<file path="src/rtl/uart_pkg.sv">
// Shared types and constants for the UART transmit arbiter.
package uart_pkg;

    localparam int BYTE_W = 8;

    typedef enum logic [1:0] {
        IDLE      = 2'd0,
        SEND      = 2'd1,
        WAIT_DONE = 2'd2
    } state_t;

endpackage

</file>
<file path="src/rtl/rr_select.sv">
// Round-robin selector: one-hot pick of the first requester strictly after
// last_owner, wrapping around. Zero output when nobody requests.
module rr_select
    import uart_pkg::*;
#(
    parameter int  NUM_REQ = 4,
    localparam int IDX_W   = (NUM_REQ > 1) ? $clog2(NUM_REQ) : 1
) (
    input  logic [NUM_REQ-1:0] req,
    input  logic [IDX_W-1:0]   last_owner,
    output logic [NUM_REQ-1:0] grant
);

    logic             found;
    logic [IDX_W-1:0] idx;

    always_comb begin
        grant = '0;
        found = 1'b0;
        idx   = '0;
        for (int k = 1; k <= NUM_REQ; k++) begin
            idx = IDX_W'((int'(last_owner) + k) % NUM_REQ);
            if (!found && req[idx]) begin
                grant[idx] = 1'b1;
                found      = 1'b1;
            end
        end
    end

endmodule

</file>
<file path="src/rtl/uart_tx_arbiter.sv">
// Arbitrates several packet byte streams onto one UART transmitter; the grant
// is held for a whole packet unless the owner stalls for MAX_GAP cycles.
module uart_tx_arbiter
    import uart_pkg::*;
#(
    parameter int NUM_REQ = 4,
    parameter int MAX_GAP = 1024
) (
    input  logic                      clk,
    input  logic                      rst_n,
    input  logic [NUM_REQ-1:0]        req_valid,
    input  logic [NUM_REQ*BYTE_W-1:0] req_data,
    input  logic [NUM_REQ-1:0]        req_last,
    output logic [NUM_REQ-1:0]        req_ready,
    output logic                      tx_start,
    output logic [BYTE_W-1:0]         tx_data,
    input  logic                      tx_done,
    output logic [NUM_REQ-1:0]        grant,
    output logic                      gap_timeout,
    output state_t                    state_dbg
);

    localparam int IDX_W = (NUM_REQ > 1) ? $clog2(NUM_REQ) : 1;
    localparam int GAP_W = $clog2(MAX_GAP + 1);
    localparam logic [GAP_W-1:0] GAP_LIMIT = GAP_W'(MAX_GAP - 1);

    state_t             state;
    state_t             state_nxt;
    logic [NUM_REQ-1:0] grant_rr;
    logic [IDX_W-1:0]   last_owner;
    logic [IDX_W-1:0]   owner_idx;
    logic [BYTE_W-1:0]  owner_data;
    logic               owner_last;
    logic               owner_valid;
    logic               last_q;
    logic [GAP_W-1:0]   gap_cnt;
    logic               take;
    logic               accept;
    logic               timeout;
    logic               release_pkt;

    assign state_dbg = state;

    rr_select #(
        .NUM_REQ(NUM_REQ)
    ) u_rr_select (
        .req       (req_valid),
        .last_owner(last_owner),
        .grant     (grant_rr)
    );

    // Handshake: a byte transfers in a SEND cycle where the owner's req_valid is
    // high; data and last are captured on that edge and req_ready pulses the
    // following cycle, so requesters hold data/last until they see req_ready.
    always_comb begin
        owner_idx  = '0;
        owner_data = '0;
        owner_last = 1'b0;
        for (int i = 0; i < NUM_REQ; i++) begin
            if (grant[i]) begin
                owner_idx  = IDX_W'(i);
                owner_data = req_data[i*BYTE_W +: BYTE_W];
                owner_last = req_last[i];
            end
        end
    end

    assign owner_valid = |(req_valid & grant);

    always_ff @(posedge clk or negedge rst_n) begin
        if (!rst_n) begin
            state <= IDLE;
        end else begin
            state <= state_nxt;
        end
    end

    always_comb begin
        state_nxt = state;
        case (state)
            IDLE: begin
                if (take) state_nxt = SEND;
            end
            SEND: begin
                if (accept)       state_nxt = WAIT_DONE;
                else if (timeout) state_nxt = IDLE;
            end
            WAIT_DONE: begin
                if (tx_done) state_nxt = last_q ? IDLE : SEND;
            end
            default: state_nxt = IDLE;
        endcase
    end

    always_comb begin
        take        = 1'b0;
        accept      = 1'b0;
        timeout     = 1'b0;
        release_pkt = 1'b0;
        case (state)
            IDLE: begin
                take = |req_valid;
            end
            SEND: begin
                accept      = owner_valid;
                timeout     = !owner_valid && (gap_cnt == GAP_LIMIT);
                release_pkt = timeout;
            end
            WAIT_DONE: begin
                release_pkt = tx_done && last_q;
            end
            default: ;
        endcase
    end

    always_ff @(posedge clk or negedge rst_n) begin
        if (!rst_n) begin
            grant       <= '0;
            last_owner  <= IDX_W'(NUM_REQ - 1);
            gap_cnt     <= '0;
            tx_data     <= '0;
            last_q      <= 1'b0;
            req_ready   <= '0;
            tx_start    <= 1'b0;
            gap_timeout <= 1'b0;
        end else begin
            req_ready   <= accept ? grant : '0;
            tx_start    <= accept;
            gap_timeout <= timeout;
            if (accept) begin
                tx_data <= owner_data;
                last_q  <= owner_last;
            end
            if (take) begin
                grant <= grant_rr;
            end else if (release_pkt) begin
                grant      <= '0;
                last_owner <= owner_idx;
            end
            // Counts stalled SEND cycles only; any other cycle restarts it.
            if (state == SEND && !owner_valid && !timeout) begin
                gap_cnt <= gap_cnt + GAP_W'(1);
            end else begin
                gap_cnt <= '0;
            end
        end
    end

endmodule

</file>
<file path="config.mk">
export PLATFORM = sky130hd
export DESIGN_NAME = uart_tx_arbiter
export DESIGN_NICKNAME = d
export VERILOG_FILES = /design/src/rtl/uart_pkg.sv /design/src/rtl/rr_select.sv /design/src/rtl/uart_tx_arbiter.sv
export SDC_FILE = /design/constraint.sdc
export NUM_CORES = 1
export LEC_CHECK = 0
export CORE_MARGIN = 1
export CORE_UTILIZATION = 51
export DETAILED_ROUTE_END_ITERATION = 10
export GPL_ROUTABILITY_DRIVEN = 0
export PLACE_DENSITY = 0.87
export SLEW_MARGIN = 20
export SYNTH_ARGS = -nofsm -noshare
export SYNTH_HDL_FRONTEND = slang
export SYNTH_HIERARCHICAL = 1
export SYNTH_SLANG_ARGS = --single-unit
</file>
<file path="constraint.sdc">
create_clock -name clk -period 4.8 [get_ports clk]
set_clock_uncertainty 0.15 [all_clocks]
set_input_delay 0.48 -clock clk [delete_from_list [all_inputs] [get_ports clk]]
set_output_delay 0.48 -clock clk [all_outputs]
set_load 0.01 [all_outputs]
</file>
=== After elaboration in Yosys (flattened, before gate mapping) ===
Cells that the tools add are included.

* Multiplexer cells: 48
* Reduce and logical (&&, ||, !) cells: 22
* Bitwise operators: 5
* Magnitude comparators: 8
* $add $sub $neg: 5
* Eq/ne operators: 6

{| class="wikitable"
|+ Operators with widths
! operator !! number
|-
| 2-to-1 mux 8 bit || 4
|-
| 2-to-1 mux 4 bit || 7
|-
| 2-to-1 mux 1 bit || 20
|-
| < comparator 2 x 3 -> 1 bit, second input constant || 4
|-
| 2-to-1 mux 2 bit || 6
|-
| OR 4 bit || 3
|-
| adder 11 x 1 -> 11 bit, second input constant || 1
|-
| equality test 11 x 10 -> 1 bit, second input constant || 1
|-
| logical AND 1 bit || 11
|-
| 2-to-1 mux 11 bit || 1
|-
| binary-select mux 1 bit (select 2 bit) || 4
|-
| demux 1 bit (select 2 bit) || 4
|-
| greater-or-equal comparator 2 x 1 -> 1 bit, second input constant || 4
|-
| OR reduction 4 bit || 2
|-
| one-hot mux 2 bit (3 select lines) || 1
|-
| zero test 1 bit || 5
|-
| adder 2 x 1 -> 2 bit, second input constant || 2
|-
| adder 2 bit, second input constant || 2
|-
| AND 4 bit || 1
|-
| inequality test 2 bit, second input constant || 2
|-
| inequality test 3 bit, second input constant || 1
|-
| AND reduction 3 bit || 1
|-
| equality test 2 x 1 -> 1 bit, second input constant || 1
|-
| equality test 2 bit, second input constant || 1
|-
| 5 further kinds || 5
|}

* Bits in registers: 34
* Logic and storage cells: 103

=== Longest topological paths before layout ===
* Depth after elaboration: 14
* Gate-level depth with buffers: 9
* Gate-level depth less buffers: 8

=== Cells and area by module ===
The synthesis kept the hierarchy.

{| class="wikitable"
|+ Modules (own cells, without submodules)
! module !! area an instance (um^2) !! seq. area each (um^2) !! times used !! cells each
|-
| uart_tx_arbiter || 1702.9 || 853.3 || 1 || 174
|-
| rr_select || 357.8 || 0.0 || 1 || 38
|}

=== Worst setup path after synthesis ===
Ideal clock, no wire load.

* Path type: register to register
* Start: register last_owner[0]
* End: register grant[1]
* Path slack: 2.346 ns
* Stages on the path, launching flop included: 9
* Library setup time: 0.095 ns
* Data arrival time: 2.208 ns
* Data required time: 4.555 ns
* Cell sequence: dfstp_2 inv_1 ha_1 mux4_1 nor4b_4 nand2_1 o211ai_1 nand2_1 o31ai_1

* Cells in the longest elaborated chain, start to end: 14
* Elaborated cells on any way between the ends: 49
* Classes of those cells: add/sub (4); order compare (8); mux (24); bitwise (3); reduce/logical (10)

{| class="wikitable"
|+ Ends and longest elaborated chain
! what !! RTL line !! RTL
|-
| start, declared || uart_tx_arbiter.sv:30 || <nowiki>logic [IDX_W-1:0] last_owner;</nowiki>
|-
| start signal, assigned || uart_tx_arbiter.sv:119 || <nowiki>last_owner <= IDX_W'(NUM_REQ - 1);</nowiki>
|-
| start signal, assigned || uart_tx_arbiter.sv:138 || <nowiki>last_owner <= owner_idx;</nowiki>
|-
| branches (longest 12 deep; another with < comparator 2 x 3 -> 1 bit) || n/a ||
|-
| 2-to-1 mux 4 bit * || rr_select.sv:23 || <nowiki>if (!found && req[idx]) begin</nowiki>
|-
| via grant_rr[1] || uart_tx_arbiter.sv:29 || <nowiki>logic [NUM_REQ-1:0] grant_rr;</nowiki>
|-
| 2-to-1 mux 4 bit * || uart_tx_arbiter.sv:134 || <nowiki>if (take) begin</nowiki>
|-
| end signal, assigned || uart_tx_arbiter.sv:135 || <nowiki>grant <= grant_rr;</nowiki>
|-
| end, declared || uart_tx_arbiter.sv:18 || <nowiki>output logic [NUM_REQ-1:0] grant,</nowiki>
|}

Mark *: on every way through the listed nets, which the timed path passes. The select of a mux whose other input is x is not followed.
A chain may end at the register's enable or synchronous reset.

=== Final worst setup path ===
* Start: register last_owner[0]
* End: register grant[3]

Same word-level chain as after synthesis.

==> impl_metrics.env <==
export IMPL_yosysUniqueCellTypes=37
export IMPL_synth_simple_area_share_pct=19.3
export IMPL_cts_setup_buffers=0
export IMPL_clockPowerShare_pct=16.3
export IMPL_grt_use_total_pct=26.0
export IMPL_synth_xor_area_share_pct=2.98
export IMPL_worstReg2RegStart="last_owner[0]$_DFFE_PN1P_"
export IMPL_rsz0062_at_grt="false"
export IMPL_dpl_cell_count=314
export IMPL_synth_top_family_by_area="simple AND/OR/NAND/NOR gates"
export IMPL_drt_iter0_drc=150
export IMPL_postRouteAntennaNets=0
export IMPL_worstSkewPairLatency_ps=280
export IMPL_drive_above_1_share_pct=8.03
export IMPL_switchingPower_mw=0.540
export IMPL_hold_path_class="reg2reg"
export IMPL_yosysWarnings=6
export IMPL_crit_path_cell_trace="inv_1 > ha_1 > mux4_1 > nor4b_4 > nand2_1 > o211ai_1 > nand2_1 > o31ai_1"
export IMPL_worst_setup_path_type="reg2reg"
export IMPL_cts_root_buffer_cell="clkbuf_8"
export IMPL_r2r_end="grant[3]$_DFFE_PN0P_"
export IMPL_n_fill_cell=278
export IMPL_final_util_pct=74.1
export IMPL_clk_pin_slew_ps=70
export IMPL_vias_per_cell=5.73
export IMPL_reg2reg_depth=8
export IMPL_required_ps=4840
export IMPL_die_x_um=65.6
export IMPL_path_max_fanout=10
export IMPL_intPower_mw=0.779
export IMPL_wl_per_cell_um=15.4
export IMPL_initial_utilization_pct=54.6
export IMPL_synth_area_per_cell_um2=9.72
export IMPL_io_pins=63
export IMPL_synth_cells=212
export IMPL_clockBufferDepth=2
export IMPL_peakVddDrop_mv=0.304
export IMPL_p_sw_share_pct=40.9
export IMPL_num_vias=1844
export IMPL_syn_to_final_growth_pct=35.6
export IMPL_grt_pass1_vias=1731
export IMPL_status="finished, final reports clean"
export IMPL_synth_compound_area_share_pct=17.5
export IMPL_placed_area_um2=2700
export IMPL_power_leakage_nw=1.16
export IMPL_die_h_um=65.6
export IMPL_maxSlewHeadroom_pct=39.6
export IMPL_io_buffers=62
export IMPL_setup_viol=0
export IMPL_antenna_found_initial=0
export IMPL_num_antenna_cells=0
export IMPL_tightest_slew_ps=898
export IMPL_drt_first_pass_iters=4
export IMPL_synth_mux_area_share_pct=5.83
export IMPL_numCtsBuffers=5
export IMPL_routed_wl_um=4960
export IMPL_post_route_period_util_pct=56.8
export IMPL_syn_nets=268
export IMPL_finalPower_mw=1.32
export IMPL_p_seq_share_pct=35.0
export IMPL_clkSinkCount=34
export IMPL_die_area_um2=4300
export IMPL_ys_seq_elements=34
export IMPL_min_period_ps=2730
export IMPL_slowest_delay_ps=670
export IMPL_drc=0
export IMPL_power_density_nw_per_um2=472
export IMPL_preCtsSetupSlack_ps=2100
export IMPL_ctsResizeCount=0
export IMPL_synth_top_area_share_pct=38.9
export IMPL_max_cap_violations=0
export IMPL_row_count=22
export IMPL_startpoint_type="register"
export IMPL_core_um2=3770
export IMPL_endpoint_kind="register"
export IMPL_final_net_count=329
export IMPL_finalSetupTns_ps=0
export IMPL_fin_ws_ps=2070
export IMPL_ctsHoldBuffers=0
export IMPL_grt_pass1_wl_um=8320
export IMPL_cts_tree="built"
export IMPL_arrival_ps=2770
export IMPL_yosysTopAreaCell="dfrtp_1"
export IMPL_final_cells=322
export IMPL_max_freq_mhz=367
export IMPL_ys_seq_area_share_pct=41.4
export IMPL_design_area_um2=2800
export IMPL_hold_path_depth=2
export IMPL_cpMaxStageDelayCell="dfstp_2"
export IMPL_combPwrFrac_pct=48.7
export IMPL_slew_violations=0
export IMPL_synth_adder_area_share_pct=7.89
export IMPL_syn_area_um2=2060
export IMPL_dp_hpwl_um=3670
export IMPL_cp_common_cell="nand2_1"
export IMPL_overflow=0
export IMPL_cts_htree_levels=2
export IMPL_finalHoldViolations=0
export IMPL_r2r_slack_ps=2070
export IMPL_ys_top_cells_by_area="dfrtp_1 39%, ha_1 7.9%, nor2_1 4.7%, nand2_1 4.4%, a22oi_1 4.0%"
export IMPL_holdWs_ps=329
export IMPL_grt_max_degree=35
export IMPL_whs_endpoint="tx_data[4]$_DFFE_PN0N_"
export IMPL_hp_start="tx_data[4]$_DFFE_PN0N_"
[how the worst max path moves through the flow]
stage                                    from                    to  slack (ps)  depth (start not counted)
floorplan           last_owner[0]$_DFFE_PN1P_  grant[1]$_DFFE_PN0P_        2350                          8
global placement    last_owner[0]$_DFFE_PN1P_  grant[3]$_DFFE_PN0P_        2140                          8
detailed placement  last_owner[0]$_DFFE_PN1P_  grant[0]$_DFFE_PN0P_        2100                          8
CTS                 last_owner[0]$_DFFE_PN1P_  grant[0]$_DFFE_PN0P_        2080                          8
global route        last_owner[0]$_DFFE_PN1P_  grant[3]$_DFFE_PN0P_        1900                          8
finish              last_owner[0]$_DFFE_PN1P_  grant[3]$_DFFE_PN0P_        2070                          8
[routing by layer]
metal  wire, µm  track usage, %  vias to the layer above
met2       2350            42.5                       89
met4         63            7.88                        0
met1       2170            33.4                      867
met3        376            6.94                        8
met5          0               0                        -
li1           -               -                      880
[cells in the final DEF, fill, tap and decap left out, types with 2 or more instances in the layout]
cell             netlist  routed
dfrtp_1               32      32
a221oi_1               9       9
clkbuf_8               0       6
mux4_1                 2       2
clkdlybuf4s50_1        0      62
nor3b_1                4       4
ha_1                  13      13
nor3_1                 2       2
o31ai_1                4       4
nor2b_1                3       3
o211ai_1               4       4
mux4_2                 2       2
and4_4                 2       2
xnor2_1                2       2
a21oi_1               10      10
nand3_1                4       4
a22oi_1               11      11
nand4_1                2       2
mux2_2                 2       2
dfstp_2                2       2
inv_1                 16      16
o21ai_0               10      10
nor2_1                26      26
xor2_1                 5       5
nand2_1               24      24
nand2b_1               2       2
[logic make-up (layout without fill, tap and decap cells)]
family | Yosys count | count (layout)
AOI/OAI and AO/OA | 51 | 51
buffers and inverters | 25 | 87
adders and majority gates | 13 | 13
xor gates and xnor gates | 7 | 7
DFF | 34 | 34
and+or+nand+nor | 76 | 76
muxes | 6 | 6
[worst max-delay path, delay by kind of cell, from the launching register on]
| kind | cells | cell delay, ps |
|---|---|---|
| adders and majority gates | 1 | 350 |
| and+or+nand+nor | 3 | 500 |
| AOI/OAI and AO/OA | 2 | 210 |
| DFF | 1 | 670 |
| buffers and inverters | 1 | 140 |
| muxes | 1 | 620 |
[cell usage after synthesis (all sizes together)]
cell and instances:
buf 2, nand4 3, nand2b 2, mux4 4
ha 13, xor2 5, nand3 4, a221oi 9
o31ai 5, inv 16, nor2 26, and4 2
or3 1, dfstp 2, a22oi 11, a311oi 1
nor3b 4, and3 1, nor3 2, nor2b 3
o21ai 10, mux2 2, a41oi 1, nor4b 1
nand2 25, nor4 2, clkbuf 7, o211ai 4
a21oi 10, dfrtp 32, xnor2 2
[layout make-up]
cell class	count	area [µm²]	area share, %
Clock buffer	7	86.3	3.09
Clock inverter	1	5.00	0.179
Inverter	16	60.1	2.15
Multi-Input combinational cell	153	1100	39.4
Sequential cell	34	853	30.5
Tap cell	48	60.1	2.15
Timing Repair Buffer	63	628	22.5
[power by group through the flow]
stage               Sequential, mW  Combinational, mW  Clock [mW]
detailed placement           0.464              0.636           0
floorplan                    0.445              0.424           0
CTS                          0.461              0.639       0.220
finish                       0.462              0.642       0.215
global placement             0.460              0.619           0
global route                 0.472              0.717       0.235
[state kept, by name (all words and copies together) (netlist names)]
register / count
tx_data: 8
tx_start: 1
grant: 4
gap_timeout: 1
last_owner: 2
gap_cnt: 11
req_ready: 4
last_q: 1
state_dbg: 2
(Power assumes the default switching activity.)
